`config.mk`:
```
export PLATFORM = sky130hd
export DESIGN_NAME = instruction_fetch
export DESIGN_NICKNAME = d
export VERILOG_FILES = /design/src/rtl/instruction_fetch.sv
export SDC_FILE = /design/constraint.sdc
export NUM_CORES = 1
export LEC_CHECK = 0
export BUFFER_PORTS_ARGS = -buffer_cell sky130_fd_sc_hd__buf_2
export CAP_MARGIN = 20
export CELL_PAD_IN_SITES_DETAIL_PLACEMENT = 1
export CELL_PAD_IN_SITES_GLOBAL_PLACEMENT = 1
export CORE_ASPECT_RATIO = 1.75
export CORE_MARGIN = 2
export CORE_UTILIZATION = 45
export DETAILED_ROUTE_END_ITERATION = 10
export PLACE_DENSITY_LB_ADDON = 0.1
export RECOVER_POWER = 25
export SLEW_MARGIN = 20
export SYNTH_ARGS = -nofsm -noshare
export SYNTH_HDL_FRONTEND = slang
export SYNTH_SLANG_ARGS = --single-unit
```
`constraint.sdc`:
```
create_clock -name clk -period 3.3 [get_ports clk]
set_input_delay 0.33 -clock clk [delete_from_list [all_inputs] [get_ports clk]]
set_output_delay 0.33 -clock clk [all_outputs]
set_load 0.1 [all_outputs]
```
`src/rtl/instruction_fetch.sv`:
```
// instruction_fetch: program store and PC sequencer issuing a/b/opcode to the datapath over valid/ready
module instruction_fetch #(
    parameter int DEPTH_LOG2 = 4
) (
    input  logic                  clk,
    input  logic                  rst,
    input  logic                  start,
    input  logic                  prog_we,
    input  logic [DEPTH_LOG2-1:0] prog_addr,
    input  logic [19:0]           prog_data,
    input  logic                  ready,
    output logic [7:0]            a,
    output logic [7:0]            b,
    output logic [2:0]            opcode,
    output logic                  valid,
    output logic [DEPTH_LOG2-1:0] pc,
    output logic                  busy,
    output logic                  done
);
    typedef enum logic [1:0] {IDLE, FETCH, ISSUE, HALTED} state_t;
    state_t state, state_nx;
    logic [19:0] mem [2**DEPTH_LOG2];
    logic [19:0] word;
    logic [18:0] ir;
    logic        idle;
    assign word = mem[pc];
    assign idle = state == IDLE || state == HALTED;
    always_comb begin
        state_nx = state;
        if (idle && start) state_nx = FETCH;
        else if (state == FETCH) state_nx = word[19] ? HALTED : ISSUE;
        else if (state == ISSUE && ready) state_nx = FETCH;
    end
    always_ff @(posedge clk)
        if (prog_we && idle) mem[prog_addr] <= prog_data;
    // halt words never reach ir, so they can never appear on a/b/opcode
    always_ff @(posedge clk or negedge rst)
        if (!rst) begin
            state <= IDLE;
            pc    <= '0;
            ir    <= '0;
            done  <= 1'b0;
        end else begin
            state <= state_nx;
            done  <= state == FETCH && word[19];
            if (idle && start) pc <= '0;
            else if (state == ISSUE && ready) pc <= pc + 1'b1;
            if (state == FETCH && !word[19]) ir <= word[18:0];
        end
    assign valid  = state == ISSUE;
    assign busy   = state == FETCH || state == ISSUE;
    assign opcode = ir[18:16];
    assign a      = ir[15:8];
    assign b      = ir[7:0];
endmodule

```
# Word level (Yosys, flattened, before mapping)

Memory sizes are Yosys's and may differ from the RTL's.
Cells that the tools add are included.

Input port bits: 29
Memories kept: 1
Bits in registers: 26
Memory bits (writable): 320
Output and inout port bits: 26

$add $sub $neg: 1
Reductions and logical operators: 11
Equality and inequality tests: 3
Mux-type cells: 8

Memories:

| name | words | width | rd ports | clocked after memory_dff | wr ports | line | source |
|---|---|---|---|---|---|---|---|
| mem  | 16    | 20    | 1        | 0                        | 1        | 22   | `logic [19:0] mem [2**DEPTH_LOG2];` |

Operators by type and width:

| cell                | count |
|---|---|
| $mux 4              | 2 |
| $mux 2              | 3 |
| $logic_and 1x1->1   | 5 |
| $add 4x1->4 const B | 1 |
| $eq 2x2->1 const B  | 2 |
| $mux 1              | 3 |
| $reduce_bool 3->1   | 1 |
| $eq 2x1->1 const B  | 1 |
| $logic_not 2->1     | 1 |
| $logic_or 1x1->1    | 2 |
| $reduce_bool 2->1   | 1 |
| $logic_not 1->1     | 1 |

# Longest topological paths before layout

Gate-level depths: netlist of run 1.

Word-level depth: 5
Gate-level depth with buffers: 7

# Worst setup path after synthesis of run 1

Ideal clock, no wire load.

Kind: flip-flop to flip-flop
Start: register state[0]
End: memory mem[0][0] (enable)
Clock period less this slack: 3.173 ns
Cell stages (with the launch flop): 7
Data arrival time: 2.751 ns
Slack: 0.127 ns
Required time: 2.878 ns
Library setup time: 0.422 ns
Path buffers: 1
Cells stage by stage: dfrtp_1 inv_1 ha_1 clkbuf_1 nand2_1 or3_1 nor3_1

Longest elaborated chain between the ends: 5
Elaborated cells on any way between the ends: 6

RTL lines:

| element                                       | line | source |
|---|---|---|
| from (decl)                                   | 21   | `state_t state, state_nx;` |
| from (signal assigned)                        | 44   | `state <= state_nx;` |
| $eq 2x2->1 or $logic_not 2->1 (tied branches) | 27   | `assign idle = state == IDLE \|\| state == HALTED;` |
| $logic_or 1x1->1 (*)                          | 27   |  |
| $logic_and 1x1->1 (*)                         | 35   | `if (prog_we && idle) mem[prog_addr] <= prog_data;` |
| $mux 1 (*)                                    | 35   |  |
| $mux 1 (implied by the code) (*)              | 35   |  |
| to (decl)                                     | 22   |  |

Every way passes the cells marked *; elsewhere a longest branch is shown, timed or not.

# Worst setup path in the final report of run 1

Start: register pc[0]
End: output pc[0]

RTL lines:

| element                | line | source |
|---|---|---|
| from (decl)            | 16   | `output logic [DEPTH_LOG2-1:0] pc,` |
| from (signal assigned) | 47   | `else if (state == ISSUE && ready) pc <= pc + 1'b1;` |

No word-level cell between the ends.

==> flow_metrics.tcl, run 1 <==
set metrics [dict create \
    cts_hold_bufs 2 \
    nets 724 \
    clkTransAtPathRegs_ns 0.07 \
    final_min_period_over_clock_period 0.761 \
    worstSetupStartpointType "flip-flop" \
    yosysTopAreaCellShare 0.729 \
    share_of_layout_cells_above_drive_strength_1 0.337 \
    global_route_wire_length_before_repair_um 46400 \
    worstSetupEndpoint "pc[0]" \
    hold_viol 0 \
    synthCells 595 \
    worstMarginPinSlew_ns 0.849 \
    setup-violations-final 0 \
    timing.clock.skew_ns 0.0202 \
    numClockSinks 346 \
    synth_seq_area_share 0.779 \
    yosys.area.top_type "sky130_fd_sc_hd__edfxtp_1" \
    postCtsSetupBuffers 0 \
    hp-class "in -> reg" \
    die_width_um 133 \
    clk_latency_ns 0.57 \
    netlist_top_cells_area "sky130_fd_sc_hd__edfxtp_1 73%, sky130_fd_sc_hd__mux4_2 13%, sky130_fd_sc_hd__dfrtp_1 4.9%, sky130_fd_sc_hd__a22oi_1 2.1%, sky130_fd_sc_hd__mux2_2 1.5%" \
    worstSetupStartpoint "pc[0]" \
    r2r_end "ir[5]" \
    first_iter_violations 441 \
    cts_tree "done" \
    yosys.cell_types.count 31 \
    grtUsageTotal 0.212 \
    layout-area-overhead-vs-synth_pct 14.5 \
    routedWlPerCell_um 28.6 \
    grt_start_max_net_pins 46 \
    core_area_sq_um 28700 \
    gp_congestion 0.752 \
    drt_drc_violations_left 0 \
    dp.final_hpwl_um 19400 \
    crit-reg2reg-launch "pc[0]" \
    synthesis.area_per_instance_sq_um 22.1 \
    globalRoute.totalOverflow 0 \
    max_ir_drop_vdd_v 0.000517 \
    h_tree_levels 1 \
    reg2reg_setup_slack_ns 0.83 \
    synthesis.nets 627 \
    clockRootBuffer "sky130_fd_sc_hd__clkbuf_16" \
    critical_path.max_fanout 29 \
    setup.worst_path.class "reg -> out" \
    power.leakage_nw 4.84 \
    required_ns 2.97 \
    io_buffer_count 54 \
    start_util 0.459 \
    detailroute.via_count 6212 \
    worstPathArrival_ns 2.18 \
    dieHeight_um 230 \
    powerDensity_nw_per_um2 772 \
    layout_common_cells "320 x sky130_fd_sc_hd__edfxtp_1, 78 x sky130_fd_sc_hd__mux4_2, 39 x sky130_fd_sc_hd__buf_2" \
    worst_setup_path_end_kind "output port" \
    dieArea_sq_um 30700 \
    timing.reg2reg.worst_path_depth 5 \
    rows 82 \
    drv_slew 0 \
    mapped_area_sq_um 13200 \
    max_cap_viol_count 0 \
    max-slew-margin-rel 0.434 \
    cts_max_path_buffers 3 \
    boundaryPins 55 \
    dr.pass1.iters 4 \
    post_route_antenna_net_violation_count 0 \
    cts-resized-gates 0 \
    end_of_flow_core_utilization 0.525 \
    rsz0062_at_grt "no" \
    initial_antenna_violation_count 1 \
    fin_tns_setup_ns 0 \
    min_period_ns 2.51 \
    most_common_cell_after_layout_fill_and_taps_aside "sky130_fd_sc_hd__edfxtp_1" \
    run_status "completed" \
    yosys_warnings 0 \
    max_freq_mhz 398 \
    cts-buffers-inserted 30 \
    totalWireLength_um 31300 \
    first_global_vias 7026 \
    ys_seq_elements 346 \
    routed_via_density 5.68 \
]
worst min-delay path by stage:
stage / cells past startpoint / startpoint / to / slack (ns)
floorplan: 0 / rst / done / 0.03
global placement: 1 / rst / ir[2] / 0.47
detailed placement: 1 / rst / ir[2] / 0.49
CTS: 1 / prog_data[8] / mem[11][8] / 0.10
global route: 1 / prog_data[0] / mem[13][0] / 0.15
finish: 1 / prog_data[2] / mem[10][2] / 0.14
cell type report:
| class | count | area (sq um) |
|---|---|---|
| Inverter | 3 | 11.3 |
| Fill cell | 2571 | 13600 |
| Antenna cell | 1 | 2.50 |
| Clock buffer | 38 | 791 |
| Timing Repair Buffer | 95 | 577 |
| Multi-Input combinational cell | 216 | 2790 |
| Sequential cell | 346 | 10300 |
| Tap cell | 378 | 473 |
| Clock inverter | 17 | 171 |
cells in the mapped netlist, drive strengths merged:
master  count
dfrtp      26
nand3       2
mux2i      13
a22o        1
mux2       19
nor2b       3
nand4       1
o21ai       1
nor2       15
and2        3
edfxtp    320
a22oi      37
buf        21
ha          3
nand4b      1
mux4       78
nand2      24
a21boi      1
xor2        2
a21oi       3
clkbuf      9
a31o        1
inv         3
nand2b      2
or3         2
nor3        4
report_power, final:
group	internal [mW]	switching [mW]
clock network	1.93	1.54
registers	5.04	0.226
logic	0.993	1.91
registers in the layout, summed over array words and instances (netlist names):
name,flops
pc,4
mem,320
ir,19
state,2
done,1
stage by stage:
step | hold slack, ns | power, mW | setup WS (ns) | instance area [sq um] | std cells
after floorplan | 0.0344 | 7.63 | 0.127 | 13200 | 595
after global placement | 0.472 | 8.28 | 0.797 | 14100 | 1036
after detailed placement | 0.490 | 8.33 | 0.788 | 14100 | 1036
after CTS | 0.102 | 11.8 | 0.693 | 15100 | 1093
after global routing | 0.150 | 12.0 | 0.640 | 15100 | 1094
final | 0.143 | 11.6 | 0.788 | 15100 | 1094
metal layers:
metal / vias up / global-route usage / share of wire
li1: 2668 / - / -
met1: 3376 / 0.251 / 0.37
met2: 111 / 0.393 / 0.56
met3: 57 / 0.0235 / 0.028
met4: 0 / 0.0814 / 0.033
met5: - / 0 / 0
cells by family (layout without fill, tap and decap cells):
family / Yosys count / count (layout) / synth area share
DFF: 346 / 346 / 0.779
muxes: 110 / 110 / 0.159
and+or+nand+nor: 57 / 57 / 0.0193
AOI/OAI and AO/OA: 44 / 44 / 0.0249
buffers and inverters: 33 / 153 / 0.0134
adders and majority gates: 3 / 3 / 0.00285
xor gates and xnor gates: 2 / 2 / 0.00133
other: 0 / 1 / 0
worst max-delay path, stage by stage (launching register included):
cell and delay, ns:
sky130_fd_sc_hd__dfrtp_4 0.80, sky130_fd_sc_hd__buf_4 0.34, sky130_fd_sc_hd__buf_2 0.47
Power figures use the tool's default switching activity.
==> run 2, diff against run 1 <==
==> constraint.sdc (replaced) <==
create_clock -name clk -period 2.45 [get_ports clk]
set_input_delay 0.245 -clock clk [delete_from_list [all_inputs] [get_ports clk]]
set_output_delay 0.245 -clock clk [all_outputs]
set_load 0.1 [all_outputs]
==> run 2 against run 1 <==
  * Wire length rose by 6.0%
  * Register-to-register slack got worse by 0.63 ns
  * Combinational power up 48%
  * Highest routed layer unchanged
  * Sequential power rose by 34%
  * Largest power group unchanged
  * Via count rose by 2.4%
  * Critical path type is now reg -> reg
==> flow_metrics.tcl, run 2 (synthesis gave the netlist of run 1 again) <==
set metrics [dict create \
    drt_drc_violations_left 0 \
    numClockSinks 346 \
    die_width_um 133 \
    dp.final_hpwl_um 20200 \
    end_of_flow_core_utilization 0.538 \
    cts-buffers-inserted 31 \
    critical-path-max-stage-delay_ns 0.53 \
    h_tree_levels 1 \
    layout_common_cells "320 x sky130_fd_sc_hd__edfxtp_1, 78 x sky130_fd_sc_hd__mux4_2, 40 x sky130_fd_sc_hd__buf_2" \
    first_iter_violations 506 \
    share_of_layout_cells_above_drive_strength_1 0.352 \
    nets 737 \
    layout-area-overhead-vs-synth_pct 17.2 \
    globalRoute.totalOverflow 0 \
    rsz0062_at_grt "no" \
    hp-class "in -> reg" \
    largest_register_ffs 320 \
    max_ir_drop_vdd_v 0.000634 \
    min_period_ns 2.25 \
    post_route_antenna_net_violation_count 0 \
    max_freq_mhz 445 \
    setup.worst_path.class "reg -> reg" \
    worstSetupStartpointType "flip-flop" \
    initial_antenna_violation_count 2 \
    dieArea_sq_um 30700 \
    dr.pass1.iters 5 \
    hold-worst-slack_ns 0.0549 \
    io_buffer_count 54 \
    fin_cells 1110 \
    detailroute.via_count 6361 \
    fillCellCount 2545 \
    final_min_period_over_clock_period 0.917 \
    power.leakage_nw 4.96 \
    worstMarginPinSlew_ns 0.931 \
    worst_slack_ns 0.204 \
    global_route_wire_length_before_repair_um 48800 \
    cts_tree "done" \
    worst_setup_path_end_kind "flip-flop" \
    required_ns 2.91 \
    drv_slew 0 \
    dieHeight_um 230 \
    cts_max_path_buffers 3 \
    most_common_cell_after_layout_fill_and_taps_aside "sky130_fd_sc_hd__edfxtp_1" \
    max-slew-margin-rel 0.379 \
    place.detailed.instances 1047 \
    clkTransAtPathRegs_ns 0.07 \
    critical_path.max_fanout 40 \
    gp_congestion 0.755 \
    path_cells "buf_4, mux4_2, a22oi_1, nand2_1, mux2_2" \
    crit_path_top_delay_cell "sky130_fd_sc_hd__dfrtp_4" \
    timing.clock.skew_ns 0.00985 \
    totalWireLength_um 33200 \
    start_util 0.459 \
    grt_start_max_net_pins 41 \
    boundaryPins 55 \
    place_ws_ns 0.190 \
    routedWlPerCell_um 29.9 \
    setup-violations-final 0 \
    run_status "completed" \
    registers.top_by_ff_count "mem" \
    first_global_vias 7069 \
    hold_viol 0 \
    powerDensity_nw_per_um2 1050 \
    layout_top_registers "mem x320, ir x19, pc x4" \
    grtUsageTotal 0.225 \
    rows 82 \
    placed_cell_area_sq_um 14400 \
    clk_latency_ns 0.58 \
    clockRootBuffer "sky130_fd_sc_hd__clkbuf_16" \
    max_cap_viol_count 0 \
    routed_via_density 5.73 \
    worstPathArrival_ns 2.70 \
    core_area_sq_um 28700 \
    total_non_filler_cell_area_in_the_finished_layout_sq_um 15400 \
]
==> run 2: cell types whose count changed in the layout (fill, tap and decap cells not counted), sizes merged <==
cell / previous run / this run
clkinv: 14 / 11
inv: 3 / 4
diode: 1 / 2
clkinvlp: 0 / 4
buf: 78 / 91
==> run 2: metal layers <==
layer / GRT usage / part of all wire / vias up / routed length (um)
met5: 0 / 0 / - / 0
met4: 0.0678 / 0.026 / 0 / 879
met3: 0.0272 / 0.036 / 46 / 1210
met2: 0.407 / 0.54 / 138 / 18000
met1: 0.282 / 0.40 / 3475 / 13100
li1: - / - / 2702 / -
==> run 2: repair_timing <==
action / 4_1_cts / 5_1_grt
resized for setup: 0 / 0
buffers inserted: 0 / 0
hold buffers: 2 / 0
hold endpoints to repair: 30 / 0
==> run 2: layout make-up <==
cell class	instances	area [sq um]	area share
Clock inverter	19	185	0.0120
Timing Repair Buffer	107	856	0.0554
Inverter	3	11.3	0.000729
Sequential cell	346	10300	0.665
Antenna cell	2	5.00	0.000324
Multi-Input combinational cell	216	2820	0.182
Tap cell	378	473	0.0306
Clock buffer	39	826	0.0535
==> run 2: per-stage QoR <==
step	setup TNS [ns]	total power [mW]
CTS	0	16.4
global route	0	16.7
detailed placement	0	11.5
floorplan	-12.09	10.3
global placement	0	11.5
finish	0	16.2
==> run 2: worst max-delay path: cells and delay by family (launching register included) <==
| family | cells | cell delay, ns |
|---|---|---|
| AND/OR/NAND/NOR | 1 | 0.08 |
| buffers and inverters | 1 | 0.53 |
| flip-flops | 1 | 0.53 |
| AO/OA/AOI/OAI | 1 | 0.23 |
| multiplexers | 2 | 0.67 |
==> run 2: report_power, final <==
| group | switching (mW) | internal [mW] |
|---|---|---|
| sequential | 0.267 | 6.79 |
| combinational | 2.78 | 1.51 |
| clock | 2.12 | 2.71 |
==> run 2: worst paths after layout <==
path | from | to | slack [ns] | cells after the start
min reg2reg | ir[0] | ir[0] | 0.51 | 1
min | prog_data[2] | mem[2][2] | 0.05 | 1
min in group asynchronous | rst | pc[2] | 0.36 | 2
max reg2reg | pc[2] | ir[12] | 0.20 | 5
max in group asynchronous | rst | pc[0] | 1.41 | 2
max | pc[2] | ir[12] | 0.20 | 5
==> run 3, diff against run 2 <==
==> constraint.sdc (replaced) <==
create_clock -name clk -period 2.45 [get_ports clk]
set_input_delay 0.245 -clock clk [delete_from_list [all_inputs] [get_ports clk]]
set_output_delay 0.245 -clock clk [all_outputs]
set_load 0.01 [all_outputs]
==> run 3 against run 2 <==
  * Final cell count shrank 0.54%
  * Critical path type unchanged
  * Clock-buffer cell count is the same
  * Highest routed layer unchanged
  * Design area grew 0.29%
  * Global-route usage shrank 0.62 points
  * Clock power grew 11%
  * Combinational power shrank 34%
  * Utilization grew 0.16 points
  * Fmax grew 0.74%
  * Largest power group unchanged
  * Non-clock buffer count shrank 4
  * Wire length shrank 3.0%
  * Sequential power shrank 1%
  * Critical path depth grew 1
==> flow_metrics.tcl, run 3 (synthesis gave the netlist of run 1 again) <==
set metrics [dict create \
    run_status "completed" \
    h_tree_levels 1 \
    path_buf_inv 2 \
    timing.clock.skew_ns 0.0115 \
    grt_start_max_net_pins 41 \
    cts-buffers-inserted 31 \
    critical-path-max-stage-delay_ns 0.52 \
    rows 82 \
    drv_slew 0 \
    registers.top_by_ff_count "mem" \
    cts_max_path_buffers 3 \
    totalPowerFinal_mw 15.2 \
    cts_tree "done" \
    pwr-share-clk 0.354 \
    start_util 0.459 \
    crit-reg2reg-launch "pc[0]" \
    layout_top_registers "mem x320, ir x19, pc x4" \
    dp.final_hpwl_um 19700 \
    r2r_end "ir[12]" \
    required_ns 2.91 \
    hold_viol 0 \
    max_freq_mhz 449 \
    timing.reg2reg.worst_path_depth 6 \
    dr_wl_met2_um 17700 \
    clk_latency_ns 0.57 \
    num_antenna_cells 0 \
    net_switching_share_of_the_total_power 0.245 \
    reg2reg_setup_slack_ns 0.22 \
    hold_path_end "mem[15][12]" \
    max_ir_drop_vdd_v 0.000664 \
    routed_via_density 5.74 \
    hp-class "in -> reg" \
    worstSetupStartpointType "flip-flop" \
    drt_drc_violations_left 0 \
    internal_cell_power_mw 11.4 \
    crit_path_top_delay_cell "sky130_fd_sc_hd__mux4_2" \
    worstPathArrival_ns 2.69 \
    clockRootBuffer "sky130_fd_sc_hd__clkbuf_16" \
    share_of_layout_cells_above_drive_strength_1 0.351 \
    initial_antenna_violation_count 0 \
    layout-area-overhead-vs-synth_pct 17.6 \
    layout_common_cells "320 x sky130_fd_sc_hd__edfxtp_1, 78 x sky130_fd_sc_hd__mux4_2, 40 x sky130_fd_sc_hd__buf_2" \
    highest-signal-layer "met4" \
    worst_setup_path_end_kind "flip-flop" \
    min_delay_src "prog_data[12]" \
    total_switching_power_mw 3.71 \
    worstMarginPinSlew_ns 1.00 \
    detailroute.via_count 6338 \
    seq_power_share 0.460 \
    dr.pass1.iters 4 \
    placed_cell_area_sq_um 14400 \
    post_route_antenna_net_violation_count 0 \
    core_area_sq_um 28700 \
    rsz0062_at_grt "no" \
    dieHeight_um 230 \
    grtUsageTotal 0.218 \
    min_path_cells 1 \
    clkTransAtPathRegs_ns 0.07 \
    fin_tns_setup_ns 0 \
    first_iter_violations 472 \
    totalWireLength_um 32200 \
    nets 733 \
    combPwrFrac 0.186 \
    power.leakage_nw 5.00 \
    postCtsSetupBuffers 0 \
    dieArea_sq_um 30700 \
    largest_register_ffs 320 \
    critical_path.max_fanout 32 \
    route.layer.met1.wl_um 12600 \
    max-slew-margin-rel 0.329 \
    global_route_wire_length_before_repair_um 47900 \
    total_non_filler_cell_area_in_the_finished_layout_sq_um 15500 \
    most_common_cell_after_layout_fill_and_taps_aside "sky130_fd_sc_hd__edfxtp_1" \
    powerDensity_nw_per_um2 979 \
    io_buffer_count 54 \
    final_min_period_over_clock_period 0.910 \
    path_cells "buf_12, buf_4, mux4_2, a22oi_1, nand2_1, mux2_2" \
    setup-violations-final 0 \
    min_period_ns 2.23 \
    numClockSinks 346 \
    first_global_vias 7085 \
    end_of_flow_core_utilization 0.539 \
    routed-wl-met3_um 1110 \
    boundaryPins 55 \
    gp_congestion 0.755 \
    setup.worst_path.class "reg -> reg" \
    critPathTopFamily "multiplexers" \
    cts-resized-gates 0 \
    routedWlPerCell_um 29.2 \
    die_width_um 133 \
    globalRoute.totalOverflow 0 \
    max_cap_viol_count 0 \
]
[run 3: what timing repair did]
action | 4_1_cts | 5_1_grt
hold buffers | 2 | 0
endpoints found under the setup margin | 0 | 0
endpoints found under the hold margin | 30 | 0
[run 3: routing by layer]
metal  GRT usage  vias to the layer above
li1            -                     2691
met1       0.270                     3458
met2       0.399                      145
met3      0.0264                       44
met4      0.0682                        0
met5           0                        -
[run 3: cell type report]
cell class | count | area (sq um)
flip-flops and latches | 346 | 10300
multi-input cells | 216 | 2820
clock inverters | 19 | 302
fillers | 2492 | 13200
well taps | 378 | 473
inverters | 3 | 11.3
clock buffers | 39 | 826
repair buffers | 103 | 788
[run 3: worst max path at each step]
stage | from | end | slack, ns | cells past startpoint
after detailed placement | pc[0] | ir[12] | 0.20 | 6
after global placement | pc[0] | ir[0] | 0.23 | 6
after floorplan | state[0] | mem[1][0] | -0.20 | 6
after CTS | pc[0] | ir[12] | 0.18 | 6
final | pc[0] | ir[12] | 0.22 | 6
after global routing | pc[0] | ir[0] | 0.06 | 6
[run 3: worst reg2reg max path, delay by kind of cell (launching register included)]
kind / cells / cell delay (ns)
compound gates: 1 / 0.22
simple gates: 1 / 0.09
flops: 1 / 0.44
buf+inv: 2 / 0.57
mux: 2 / 0.80
[run 3: metrics by stage]
step,setup WS (ns),hold slack [ns],std cells
after global placement,0.227,0.366,1044
after CTS,0.177,0.0188,1104
after global routing,0.0555,0.0628,1104
after floorplan,-0.201,-0.0506,595
final,0.221,0.0539,1104
after detailed placement,0.196,0.381,1044
[run 3: power groups by stage]
stage | logic, mW | clock network [mW] | registers, mW
global placement | 2.86 | 0 | 7.08
CTS | 2.91 | 5.48 | 6.97
finish | 2.82 | 5.36 | 6.97
global route | 3.06 | 5.67 | 6.99
floorplan | 1.82 | 0 | 7.11
detailed placement | 2.90 | 0 | 7.09
